File: config.mk
export PLATFORM = sky130hd
export DESIGN_NAME = bus_arbiter
export DESIGN_NICKNAME = d
export VERILOG_FILES = /design/src/rtl/bus_pkg.sv /design/src/rtl/slave_sel_dec.sv /design/src/rtl/bus_arbiter.sv
export SDC_FILE = /design/constraint.sdc
export NUM_CORES = 1
export LEC_CHECK = 0
export ABC_AREA = 1
export CORE_MARGIN = 2
export CORE_UTILIZATION = 45
export CTS_BUF_LIST = sky130_fd_sc_hd__clkbuf_16
export DETAILED_ROUTE_END_ITERATION = 16
export PLACE_DENSITY = 0.9
export SLEW_MARGIN = 10
export SYNTH_ARGS = -nofsm -noshare
export SYNTH_HDL_FRONTEND = slang
export SYNTH_SLANG_ARGS = --single-unit
File: constraint.sdc
create_clock -name clk -period 4.55 [get_ports clk]
set_clock_uncertainty 0.2 [all_clocks]
set_input_delay 0.91 -clock clk [delete_from_list [all_inputs] [get_ports clk]]
set_output_delay 0.91 -clock clk [all_outputs]
set_load 0.1 [all_outputs]
File: src/rtl/bus_pkg.sv
// bus_pkg: shared constants and types for the system-bus arbiter.
//   NUM_SLAVES      : number of slave ports on the bus
//   SLV_MSB/SLV_LSB : address field that selects the slave
//   TIMEOUT_CYC_DEF : default DATA-phase limit (timeout build only)
//   state_t         : arbiter sequencing states
package bus_pkg;
    localparam int NUM_SLAVES      = 8;
    localparam int SLV_MSB         = 7;
    localparam int SLV_LSB         = 5;
    localparam int TIMEOUT_CYC_DEF = 15;

    typedef enum logic [1:0] {
        IDLE = 2'd0,
        ADDR = 2'd1,
        DATA = 2'd2
    } state_t;
endpackage

File: src/rtl/slave_sel_dec.sv
// slave_sel_dec: combinational 3-to-8 one-hot decoder for the slave select.
//   sel    : slave index taken from the address select field
//   onehot : one-hot slave select, 3'b000 -> 8'h01 ... 3'b111 -> 8'h80
module slave_sel_dec
    import bus_pkg::*;
(
    input  logic [SLV_MSB-SLV_LSB:0] sel,
    output logic [NUM_SLAVES-1:0]    onehot
);
    always_comb begin
        onehot      = '0;
        onehot[sel] = 1'b1;
    end
endmodule

File: src/rtl/bus_arbiter.sv
// bus_arbiter: round-robin arbiter and transaction sequencer for the shared
// 8-bit-address system bus.
//   clk, reset_n : clock (rising edge), asynchronous active-low reset
//   M_req        : per-master request level, sampled only in IDLE
//   M_addr       : per-master address, master i at [8i+7:8i]
//   S_ready      : per-slave completion; only the selected slave's bit counts
//   M_grant      : registered one-hot grant
//   M_done       : one-cycle completion pulse to the granted master
//   bus_addr     : latched address of the granted master
//   S_sel        : registered one-hot slave select, zero when idle
//   bus_err      : one-cycle timeout pulse
// Optional feature: define BUS_TIMEOUT_EN to bound the DATA phase to
// TIMEOUT_CYC cycles; without it DATA waits forever and bus_err is 0.
module bus_arbiter
    import bus_pkg::*;
#(
    parameter int NUM_M       = 4,
    parameter int TIMEOUT_CYC = TIMEOUT_CYC_DEF
) (
    input  logic                  clk,
    input  logic                  reset_n,
    input  logic [NUM_M-1:0]      M_req,
    input  logic [8*NUM_M-1:0]    M_addr,
    input  logic [NUM_SLAVES-1:0] S_ready,
    output logic [NUM_M-1:0]      M_grant,
    output logic [NUM_M-1:0]      M_done,
    output logic [7:0]            bus_addr,
    output logic [NUM_SLAVES-1:0] S_sel,
    output logic                  bus_err
);
    if (NUM_M < 2 || NUM_M > 4) begin : g_bad_num_m
        $error("bus_arbiter: NUM_M must be 2..4");
    end
    if (TIMEOUT_CYC < 1 || TIMEOUT_CYC > 255) begin : g_bad_timeout
        $error("bus_arbiter: TIMEOUT_CYC must be 1..255");
    end

    localparam logic [1:0]       LAST  = 2'(NUM_M - 1);
    localparam logic [NUM_M-1:0] ONE_M = NUM_M'(1);

    state_t                  state, state_nxt;
    logic [1:0]              rr_ptr, ptr_nxt;
    logic [1:0]              owner, owner_nxt;
    logic [NUM_M-1:0]        grant_nxt, done_nxt;
    logic [7:0]              addr_nxt;
    logic [NUM_SLAVES-1:0]   sel_nxt;
    logic                    err_nxt;

    // Round-robin search: candidates rr_ptr, rr_ptr+1, ... modulo NUM_M.
    logic                    win_vld;
    logic [1:0]              win_idx;
    logic [2:0]              cand;

    always_comb begin
        win_vld = 1'b0;
        win_idx = rr_ptr;
        cand    = '0;
        for (int k = 0; k < NUM_M; k++) begin
            cand = {1'b0, rr_ptr} + 3'(k);
            if (cand >= 3'(NUM_M)) cand = cand - 3'(NUM_M);
            if (!win_vld && M_req[cand[1:0]]) begin
                win_vld = 1'b1;
                win_idx = cand[1:0];
            end
        end
    end

    logic [7:0]            win_addr;
    logic [NUM_SLAVES-1:0] win_sel;

    assign win_addr = M_addr[{win_idx, 3'b000} +: 8];

    slave_sel_dec u_dec (
        .sel    (win_addr[SLV_MSB:SLV_LSB]),
        .onehot (win_sel)
    );

    // Completion looks only at the slave addressed by the latched address.
    logic ready_sel;
    assign ready_sel = S_ready[bus_addr[SLV_MSB:SLV_LSB]];

    logic timeout;
`ifdef BUS_TIMEOUT_EN
    // Counter is 0 in the first DATA cycle; firing at TIMEOUT_CYC-1 gives a
    // DATA phase of exactly TIMEOUT_CYC cycles when the slave never answers.
    localparam logic [7:0] TO_LAST = 8'(TIMEOUT_CYC - 1);
    logic [7:0] to_cnt;

    always_ff @(posedge clk or negedge reset_n) begin
        if (!reset_n)            to_cnt <= '0;
        else if (state == ADDR)  to_cnt <= '0;
        else if (state == DATA)  to_cnt <= to_cnt + 8'd1;
    end

    assign timeout = (state == DATA) && (to_cnt == TO_LAST);
`else
    assign timeout = 1'b0;
`endif

    always_comb begin
        state_nxt = state;
        ptr_nxt   = rr_ptr;
        owner_nxt = owner;
        grant_nxt = M_grant;
        done_nxt  = '0;
        addr_nxt  = bus_addr;
        sel_nxt   = S_sel;
        err_nxt   = 1'b0;
        case (state)
            IDLE: begin
                if (win_vld) begin
                    state_nxt = ADDR;
                    owner_nxt = win_idx;
                    grant_nxt = ONE_M << win_idx;
                    addr_nxt  = win_addr;
                    sel_nxt   = win_sel;
                end
            end
            ADDR: state_nxt = DATA;
            DATA: begin
                // Completion beats a coincident timeout.
                if (ready_sel || timeout) begin
                    state_nxt = IDLE;
                    grant_nxt = '0;
                    sel_nxt   = '0;
                    done_nxt  = ready_sel ? M_grant : '0;
                    err_nxt   = !ready_sel;
                    ptr_nxt   = (owner == LAST) ? 2'd0 : owner + 2'd1;
                end
            end
            default: state_nxt = IDLE;
        endcase
    end

    always_ff @(posedge clk or negedge reset_n) begin
        if (!reset_n) begin
            state    <= IDLE;
            rr_ptr   <= '0;
            owner    <= '0;
            M_grant  <= '0;
            M_done   <= '0;
            bus_addr <= '0;
            S_sel    <= '0;
            bus_err  <= 1'b0;
        end else begin
            state    <= state_nxt;
            rr_ptr   <= ptr_nxt;
            owner    <= owner_nxt;
            M_grant  <= grant_nxt;
            M_done   <= done_nxt;
            bus_addr <= addr_nxt;
            S_sel    <= sel_nxt;
            bus_err  <= err_nxt;
        end
    end
endmodule

**After elaboration in Yosys (flattened, before gate mapping)**

Index checks and enable logic that the tools add are counted.

- Bits of input ports: 46
- Memories kept: 0
- Latch bits: 0
- Bits in read-only memories: 0
- Bits in writable memories: 0
- Flip-flop bits (word level): 31

- Shift-type cells: 2
- $lt $le $gt $ge: 11
- $mul: 0
- Multiplexer cells: 38
- Div/mod/pow operators: 0
- Bitwise gates (word level): 0
- Reductions and logical operators: 14
- Add/sub/neg operators: 8
- Eq/ne operators: 5

Operators by type and width:

| operator | number |
|---|---|
| $shiftx A32 B6 Y8 | 1 |
| $mux W2 | 11 |
| $mux W4 | 4 |
| $mux W8 | 2 |
| $pmux W8 S2 | 1 |
| $lt A2 B3 Y1 const B | 4 |
| $mux W1 | 12 |
| $ge A3 B3 Y1 const B | 3 |
| $bmux W1 S2 | 4 |
| $lt A3 B4 Y1 const B | 2 |
| $pmux W4 S2 | 1 |
| $sub A2 B1 Y2 const B | 4 |
| $add A2 B2 Y3 const B | 2 |
| $pmux W2 S3 | 1 |
| $reduce_and A2 Y1 | 3 |
| $eq A2 B2 Y1 const B | 2 |
| $logic_and A1 B1 Y1 | 4 |
| $logic_not A1 Y1 | 4 |
| $ne A2 B2 Y1 const B | 2 |
| $shl A1 B2 Y4 const A | 1 |
| $add A2 B1 Y3 const B | 1 |
| $bmux W1 S3 | 1 |
| $demux W1 S3 | 1 |
| $ge A2 B3 Y1 const B | 1 |
| 6 further kinds | 6 |

**Depth between registers and ports, before layout**

- Depth after elaboration: 21
- Depth in mapped cells: 19
- Gate-level depth less buffers: 17

**Modules after synthesis**

A second synthesis with hierarchy kept.

- Cell total of the unflattened synthesis: 310
- Area, all modules: 2077.0 um^2

By module, submodules not included:

| module | cells an instance | times used | area an instance (um^2) |
|---|---|---|---|
| bus_arbiter | 295 | 1 | 2020.7 |
| slave_sel_dec | 15 | 1 | 56.3 |

**Worst setup path before layout**

OpenSTA, ideal clock, no wires.

- Path type: flip-flop to flip-flop
- From: reg bus_addr[5]
- To: reg S_sel[0]
- Required time: 4282 ps
- Library setup time: 68 ps
- Path buffers: 0
- Stages on the path, launching flop included: 11
- Arrival: 2229 ps
- Path slack: 2054 ps
- Path through: dfrtp_1 -> inv_1 -> nor2_1 -> nor2_1 -> nor2_1 -> o21ai_0 -> nand3_1 -> nand2_1 -> inv_1 -> nand2_1 -> nand2_1

- Cells in the longest elaborated chain, start to end: 4

RTL lines:

| item | RTL line | source |
|---|---|---|
| from (decl) | bus_arbiter.sv:27 | `output logic [7:0] bus_addr,` |
| from (signal assigned) | bus_arbiter.sv:151 | `bus_addr <= addr_nxt;` |
| $bmux W1 S3 | bus_arbiter.sv:80 | `assign ready_sel = S_ready[bus_addr[SLV_MSB:SLV_LSB]];` |
| $mux W1 (implied by the code) | bus_arbiter.sv:80 |  |
| $ne A2 B2 Y1 (no line) | - |  |
| $reduce_and A3 Y1 (no line) | - |  |
| to (signal assigned) | bus_arbiter.sv:152 | `S_sel <= sel_nxt;` |
| to (decl) | bus_arbiter.sv:28 | `output logic [NUM_SLAVES-1:0] S_sel,` |

Every way passes these cells. The select of a mux whose other input is x is not followed.
A chain may end at the register's enable or synchronous reset.

**Worst setup path after layout**

- From: in M_req[1]
- To: reg bus_addr[1]

- Cells in the longest elaborated chain, start to end: 13
- Elaborated cells on any way between the ends: 24

RTL lines:

| item | RTL line | source |
|---|---|---|
| from (decl) | bus_arbiter.sv:22 | `input logic [NUM_M-1:0] M_req,` |
| $bmux W1 S2 | bus_arbiter.sv:61 | `if (!win_vld && M_req[cand[1:0]]) begin` |
| $mux W1 (implied by the code) | bus_arbiter.sv:61 |  |
| $mux W1 | bus_arbiter.sv:61 |  |
| $logic_not A1 Y1 | bus_arbiter.sv:61 |  |
| $logic_and A1 B1 Y1 | bus_arbiter.sv:61 |  |
| $mux W1 | bus_arbiter.sv:61 |  |
| $logic_not A1 Y1 | bus_arbiter.sv:61 |  |
| $logic_and A1 B1 Y1 | bus_arbiter.sv:61 |  |
| $mux W1 | bus_arbiter.sv:61 |  |
| $logic_not A1 Y1 | bus_arbiter.sv:61 |  |
| $logic_and A1 B1 Y1 | bus_arbiter.sv:61 |  |
| $mux W2 or $mux W1 (tied branches) | bus_arbiter.sv:61 |  |
| $shiftx A32 B6 Y8 or $reduce_and A2 Y1 (tied branches) | - |  |

Several ways; a longest one is shown, not always the timed one. The select of a mux whose other input is x is not followed.

==> metrics.yaml <==
global_route:
  grt_pass1_wl_mm: 9.60
  gr-usage-all-layers: 0.234
  overflow: 0
  grt_max_degree: 31
  first_global_vias: 2121
  antenna_found_initial: 0
yosys:
  seq_area_frac_synth: 0.362
  yosysTopAreaCell: "dfrtp_1"
  netlist_area_um2: 2070
  synth_edf_count: 0
  avgSynthCellArea_um2: 6.60
  yosys-top-cells-area: "dfrtp_1, nand2_1, nand3_1"
  ys_warn_count: 0
  synth_ff_type: "dfrtp_1"
  ys_ff_latch: 30
  syn_inst: 314
  syn-num-nets: 361
  synth_top_area_share: 0.362
  synth_cell_types: 27
  async_flop_share: 1.00
worst_setup_path:
  path_max_fanout: 25
  end_kind: "register"
  startpoint_type: "input port"
  worstSetupPathType: "input port to register"
  critPathRequiredTime_ps: 4510
  critPathArrivalTime_ps: 3110
sta:
  finalSetupViolCount: 0
  final.setup.tns_ps: 0
  min_period_ps: 3150
  max_freq_mhz: 318
  final_max_slew_viol_count: 0
  tightest_slew_ps: 1020
  rsz0062_at_grt: "no"
  hold_viol_final: 0
  max-slew-margin-rel: 0.317
  timing.final.crit_share: 0.691
layout:
  drive_above_1_share: 0.103
  layout_common_cells: "nand2_1, clkdlybuf4s50_1, dfrtp_1"
  area_growth_pct: 39.6
  diodes: 0
  layout_commonest_cell: "nand2_1"
  nets: 427
drt:
  antenna_left: 0
  drc: 0
  vias: 2223
  drtIter0Drc: 180
  wl_per_cell_um: 12.8
  routed_via_density: 5.15
  dr.pass1.iters: 4
  wirelength_mm: 5.52
clock_tree:
  cts.reportedPaths.clkPinSlew_ps: 40
  cts_buffers: 5
  cts_buffer_depth: 2
  clock_latency_ps: 280
  clock-sinks: 30
  cts_tree: "done"
  ctsHoldBuffers: 0
  htreeDepth: 2
  root_buffer: "clkbuf_16"
  cts-resized-gates: 0
  postCtsSetupBuffers: 0
die:
  initial_utilization: 0.473
  dieArea_um2: 5160
  core_area_um2: 4380
  rows: 24
  fp.dieW_um: 71.9
  die_h_um: 71.9
  pin_count: 71
placed_design:
  port_buffers: 69
  hpwl_mm: 4.27
  gp_congestion: 0.891
worst_hold_path:
  hold_path_class: "register to register"
status:
  status: "complete, no violations"
job:
  cap_violations: 0
==> cells in the mapped netlist, drive strengths merged (2+ instances only) <==
| cell type | n |
|---|---|
| a21oi | 2 |
| buf | 12 |
| dfrtp | 30 |
| inv | 24 |
| mux2i | 2 |
| nand2 | 176 |
| nand3 | 27 |
| nand3b | 5 |
| nand4 | 2 |
| nor2 | 18 |
| o21ai | 10 |
| o32ai | 2 |
==> metal layers <==
layer,up-vias,GRT usage,wire (µm)
li1,1105,-,-
met1,1001,0.301,2240
met2,107,0.401,2740
met3,10,0.0436,446
met4,0,0.0713,93
met5,-,0,0
==> layout make-up <==
class / instances / area (µm²)
Clock inverter: 2 / 10.0
Inverter: 24 / 92.6
Fill cell: 362 / 1490
Timing Repair Buffer: 71 / 706
Tap cell: 52 / 65.1
Clock buffer: 5 / 125
Multi-Input combinational cell: 248 / 1140
Sequential cell: 30 / 751
==> registers in the layout (all words and copies together), names as in the netlist <==
signal and cells:
M_done 4, M_grant 4, S_sel 8, bus_addr 8
owner 2, rr_ptr 2, state 2
==> critical path: stages <==
cell	delay (ps)
clkdlybuf4s50_1	460
nand2_1	90
nand2_1	70
nand2_1	80
nand2_2	110
nor2_4	120
nand4_2	290
nand2_4	360
inv_1	240
nand2_1	100
nand2_1	50
nand2_1	50
nand2_1	60
nand2_1	60
nand2_1	50
==> stage by stage <==
stage	hold WS, ps	area, µm²	setup slack, ps	cells	util
global placement	269	2760	1250	425	0.629
detailed placement	269	2760	1150	425	0.629
finish	277	2890	1400	432	0.660
CTS	285	2890	1420	432	0.660
floorplan	257	2070	2050	314	-
global route	312	2890	1140	432	0.660
==> worst paths after layout <==
| check | start | endpoint | slack [ps] | depth (start not counted) |
|---|---|---|---|---|
| max in group asynchronous | reset_n | bus_addr[1]$_DFFE_PN0P_ | 3030 | 2 |
| min in group asynchronous | reset_n | S_sel[4]$_DFFE_PN0P_ | 820 | 2 |
| min reg2reg | bus_addr[1]$_DFFE_PN0P_ | bus_addr[1]$_DFFE_PN0P_ | 280 | 2 |
| max | M_req[1] | bus_addr[1]$_DFFE_PN0P_ | 1400 | 15 |
| max reg2reg | rr_ptr[0]$_DFFE_PN0P_ | bus_addr[1]$_DFFE_PN0P_ | 1620 | 15 |
| min | bus_addr[1]$_DFFE_PN0P_ | bus_addr[1]$_DFFE_PN0P_ | 280 | 2 |
==> cell families (layout without fill, tap and decap cells) <==
family / Yosys count / after routing / share of synthesized area
AOI/OAI and AO/OA: 16 / 16 / 0.0453
muxes: 2 / 2 / 0.00966
buffers and inverters: 36 / 102 / 0.0864
adders and majority gates: 1 / 1 / 0.00604
other: 1 / 1 / 0.00181
DFF: 30 / 30 / 0.362
and+or+nand+nor: 228 / 228 / 0.489
Power is not shown: default switching activity piles up to over one toggle a cycle in this logic, so the estimate is an artifact.
